`src/rtl/weight_preload_db.sv`:
```
// -----------------------------------------------------------------------------
// weight_preload_db
//
// Double-buffered KSIZE x KSIZE weight preload stage for the conv PE array.
// Weight columns arriving from BRAM shift into a shadow bank, one column per
// accepted beat, while the PE array keeps reading the active bank. Once the
// shadow bank holds a full kernel, a swap handshake copies it into the active
// bank in a single cycle, so the next kernel can load while the current one
// is computing.
//
// Ports
//   clk         system clock, all state on posedge
//   rst_n       asynchronous active-low reset
//   in_col      one weight column; row r at [r*WBITS +: WBITS]
//   in_valid    in_col valid this cycle
//   in_ready    shadow bank can accept a beat (low while a full kernel waits)
//   flush       synchronous clear of shadow bank and fill count
//   swap_req    level request to promote shadow -> active
//   swap_ack    one-cycle pulse: swap performed
//   fill_cnt    number of columns currently held in the shadow bank
//   w_valid     active bank holds a complete kernel
//   weight_out  active bank; elem[r][c] at [(r*KSIZE+c)*WBITS +: WBITS]
// -----------------------------------------------------------------------------
module weight_preload_db #(
  parameter int KSIZE = 5,
  parameter int WBITS = 1
) (
  input  logic                           clk,
  input  logic                           rst_n,
  input  logic [KSIZE*WBITS-1:0]         in_col,
  input  logic                           in_valid,
  output logic                           in_ready,
  input  logic                           flush,
  input  logic                           swap_req,
  output logic                           swap_ack,
  output logic [$clog2(KSIZE+1)-1:0]     fill_cnt,
  output logic                           w_valid,
  output logic [KSIZE*KSIZE*WBITS-1:0]   weight_out
);

  localparam int CW    = $clog2(KSIZE+1);
  localparam int BANKW = KSIZE*KSIZE*WBITS;
  localparam logic [CW-1:0] KFULL = CW'(KSIZE);

  // The load state is fully determined by the column count; the enum only
  // names the two phases so the control terms read naturally.
  typedef enum logic {
    FILL = 1'b0,
    FULL = 1'b1
  } fill_state_t;

  fill_state_t      fill_state;
  logic [BANKW-1:0] shadow_q;
  logic [BANKW-1:0] active_q;
  logic [BANKW-1:0] shadow_shift;
  logic             beat;
  logic             swap_fire;

  always_comb begin
    fill_state = (fill_cnt == KFULL) ? FULL : FILL;
  end

  // A full, unswapped kernel must never be overwritten, so in_ready drops as
  // soon as the count reaches KSIZE. Beat and swap are mutually exclusive by
  // construction: one needs FILL, the other needs FULL.
  assign in_ready  = (fill_state == FILL);
  assign beat      = in_valid & in_ready & ~flush;
  assign swap_fire = swap_req & (fill_state == FULL) & ~flush;

  // Each row is an independent shift chain: the new column enters at c=0 and
  // every element moves one column deeper, so the oldest beat ends up at the
  // highest column index.
  always_comb begin
    shadow_shift = '0;
    for (int r = 0; r < KSIZE; r++) begin
      shadow_shift[(r*KSIZE)*WBITS +: WBITS] = in_col[r*WBITS +: WBITS];
      for (int c = 1; c < KSIZE; c++) begin
        shadow_shift[(r*KSIZE+c)*WBITS +: WBITS] =
          shadow_q[(r*KSIZE+c-1)*WBITS +: WBITS];
      end
    end
  end

  // Flush only touches the loading side; the kernel in the active bank keeps
  // feeding the PE array. The shadow bank is deliberately left intact on a
  // swap because the next full load rewrites every column anyway.
  always_ff @(posedge clk or negedge rst_n) begin
    if (!rst_n) begin
      shadow_q <= '0;
      active_q <= '0;
      fill_cnt <= '0;
      w_valid  <= 1'b0;
      swap_ack <= 1'b0;
    end else if (flush) begin
      shadow_q <= '0;
      fill_cnt <= '0;
      swap_ack <= 1'b0;
    end else if (swap_fire) begin
      active_q <= shadow_q;
      fill_cnt <= '0;
      w_valid  <= 1'b1;
      swap_ack <= 1'b1;
    end else begin
      swap_ack <= 1'b0;
      if (beat) begin
        shadow_q <= shadow_shift;
        fill_cnt <= fill_cnt + CW'(1);
      end
    end
  end

  assign weight_out = active_q;

endmodule

```
`config.mk`:
```
export PLATFORM = sky130hd
export DESIGN_NAME = weight_preload_db
export DESIGN_NICKNAME = d
export VERILOG_FILES = /design/src/rtl/weight_preload_db.sv
export SDC_FILE = /design/constraint.sdc
export NUM_CORES = 1
export LEC_CHECK = 0
export ABC_AREA = 1
export BUFFER_PORTS_ARGS = -buffer_cell sky130_fd_sc_hd__buf_2
export CAP_MARGIN = 10
export CORE_UTILIZATION = 30
export CTS_CLUSTER_DIAMETER = 30
export DETAILED_ROUTE_END_ITERATION = 16
export GPL_TIMING_DRIVEN = 0
export HOLD_SLACK_MARGIN = 0.15
export SLEW_MARGIN = 5
export SYNTH_ARGS = -nofsm -noshare
export SYNTH_HDL_FRONTEND = slang
export SYNTH_SLANG_ARGS = --single-unit
```
`constraint.sdc`:
```
create_clock -name clk -period 2.3 [get_ports clk]
set_input_delay 0.345 -clock clk [delete_from_list [all_inputs] [get_ports clk]]
set_output_delay 0.345 -clock clk [all_outputs]
set_load 0.01 [all_outputs]
```
==> flow_summary.yaml <==
outcome:
  status: "completed"
synth:
  synth_top_family_by_area: "simple AND/OR/NAND/NOR gates"
  synth_xor_xnor_area_share_pct: 0
  ys_types: 18
  synthSimpleGateAreaFrac_pct: 29.04
  synth_seq_area_share_pct: 63.25
  yosysTopAreaCell: "dfrtp_1"
  async_reset_ff_share_pct: 100.0
  synthAdderAreaFrac_pct: 1.150
  netlist_area_um2: 2176
  synth_area_leaders: "dfrtp_1 63%, nand2_1 20%, nand3_1 5.1%, buf_2 1.8%, inv_1 1.4%"
  synth_most_common_cell: "nand2_1"
  synth_nets: 253
  ys_seq_elements: 55
  synth_top_flop_cell: "dfrtp_1"
  synth-edff-count: 0
  synth_top_area_share_pct: 63.25
  synth_mux_area_share_pct: 0
  yosysWarningCount: 0
  synth_commonest_cells: "118 x nand2_1, 55 x dfrtp_1, 22 x nand3_1"
  synth-compound-area-share_pct: 2.300
  syn_inst: 241
  synth.avg_cell_area_um2: 9.028
timing:
  setup_viol: 0
  fin_crit_ns: 1.634
  hold_viol: 0
  skew_ns: 0.008679
  worst_pin_slew_ns: 0.7084
  finalMaxSlewViolations: 0
  hold_slack_ns: 0.2251
  fmax_ghz: 0.6122
  slew_headroom_pct: 52.77
  fin_setup_tns_ns: 0
  rsz0062_at_grt: "no"
  worst_slack_ns: 0.6665
  period_share_pct: 71.02
critical_path:
  end_kind: "primary output"
  start_kind: "flip-flop"
  crit_chain: "inv_1 -> ha_1 -> nand2_2 -> buf_2"
  r2r_cells: 7
  max_stage_delay_ns: 0.40
  path_max_fanout: 5
  crit_type: "flip-flop to primary output"
  worstPathArrival_ns: 1.29
  cpMaxStageDelayCell: "dfrtp_1"
  crit_required_ns: 1.96
routing:
  highest_layer: "met4"
  wire_per_inst_um: 11.74
  antenna_left: 0
  firstDrtPassIters: 4
  wl_met1_mm: 2.124
  dr_wl_met2_mm: 2.156
  vias: 1673
  drc: 0
  drt-total-wl_mm: 4.533
  dr.first_iter.drc_count: 89
  viasPerCell: 4.334
  route.met3.wl_um: 207
die:
  die_h_um: 87.17
  core_area_um2: 6907
  start_util_pct: 31.50
  ioPinCount: 41
  die_w_um: 87.17
  dieArea_um2: 7598
  rows: 30
finish:
  drive_gt1_share_pct: 21.72
  syn_to_final_growth_pct: 19.44
  diodes: 0
  layout.nets: 301
  final_design_area_no_fill_um2: 2599
grt:
  grt_overflow_total: 0
  grt_use_total_pct: 12.94
  antenna_found_initial: 0
  grt_pass1_wl_mm: 7.541
  grt_max_degree: 56
  first_global_vias: 1638
cts:
  postCtsSetupRepairBufs: 0
  clockBufferDepth: 2
  htreeDepth: 2
  clock-root-buffer: "clkbuf_8"
  clk_transition_reported_paths_ns: 0.09
  clock-sinks: 55
  tritoncts: "done"
  clock_latency_ns: 0.32
  numCtsBuffers: 5
placed_design:
  gp_congestion: 0.7271
  place_area_um2: 2496
  post-place-ws_ns: 0.7661
  placement.io_buffers: 40
  hpwl_mm: 3.006
pwr:
  design_power_total_mw: 1.637
  power.density_nw_per_um2: 630.0
  ir_drop_mv: 0.2696
  leakage_nw: 1.505
run:
  max-cap-violations: 0
min_path:
  whs_path_depth: 3
  hp-class: "input pin to flip-flop"
==> metal layers <==
| metal | up-vias | GRT usage (%) |
|---|---|---|
| li1 | 854 | - |
| met1 | 781 | 16.50 |
| met2 | 34 | 20.83 |
| met3 | 4 | 3.791 |
| met4 | 0 | 4.918 |
| met5 | - | 0 |
==> what timing repair did <==
action / CTS / global route
resized for setup: 0 / 0
hold endpoints to repair: 0 / 55
hold buffers: 0 / 1
==> sequential cells by signal, summed over array words and instances (netlist names) <==
register and cells:
swap_ack 1, fill_cnt 3, shadow_q 25, weight_out 25, w_valid 1
==> worst paths after layout <==
kind,start,to,slack [ns]
min in group asynchronous,rst_n,weight_out[9],0.62
max in group asynchronous,rst_n,shadow_q[21],1.20
hold reg to reg,weight_out[7],weight_out[7],0.48
setup reg to reg,fill_cnt[0],shadow_q[11],0.75
setup / recovery,fill_cnt[1],in_ready,0.67
hold / removal,in_col[4],shadow_q[20],0.23
==> placed cells by master (no fill, tap or decap) <==
master and n:
clkbuf_1 2, or2_2 1, buf_2 47, inv_1 8
nor2_1 4, clkinv_4 2, o21ai_0 4, dfrtp_1 55
nand4_1 4, nand2_1 118, nand3_1 22, nor2_2 2
dlygate4sd3_1 1, a21oi_1 2, nand3b_1 1, o21ai_1 4
nand2_2 2, clkbuf_8 5, buf_4 3, ha_1 2
inv_2 1
==> cells by family (layout without fill, tap and decap cells) <==
family	Yosys count	in the layout
fa+ha+maj	2	2
compound gates	10	10
flops	55	55
buf+inv	20	69
simple gates	154	154
==> where the power goes <==
group / total [mW] / internal [mW] / switching [mW] / leakage [nW]
registers: 0.995 / 0.983 / 0.0122 / 0.761
clock network: 0.545 / 0.220 / 0.325 / 0.0454
logic: 0.0971 / 0.0296 / 0.0675 / 0.698
total: 1.64 / 1.23 / 0.405 / 1.50
==> critical path, delay by kind of cell (launching register included) <==
kind                     cells  cell delay (ns)
buffers and inverters        2             0.24
AND/OR/NAND/NOR              1             0.12
flip-flops                   1             0.40
adder cells (fa/ha/maj)      1             0.22
==> metrics by stage <==
step                      cells  util (%)
final                       386     37.63
after global routing        386     37.63
after CTS                   385     37.45
after detailed placement    377     36.14
after global placement      377     36.14
after floorplan             241         -
==> cell type report <==
| cell class | instances | area [um2] |
|---|---|---|
| flip-flops and latches | 55 | 1376 |
| clock inverters | 2 | 17.52 |
| multi-input cells | 166 | 706.9 |
| fillers | 783 | 4308 |
| inverters | 9 | 33.78 |
| clock buffers | 6 | 72.57 |
| well taps | 96 | 120.1 |
| plain buffers | 11 | 58.81 |
| repair buffers | 41 | 212.7 |
(Power assumes the default switching activity.)
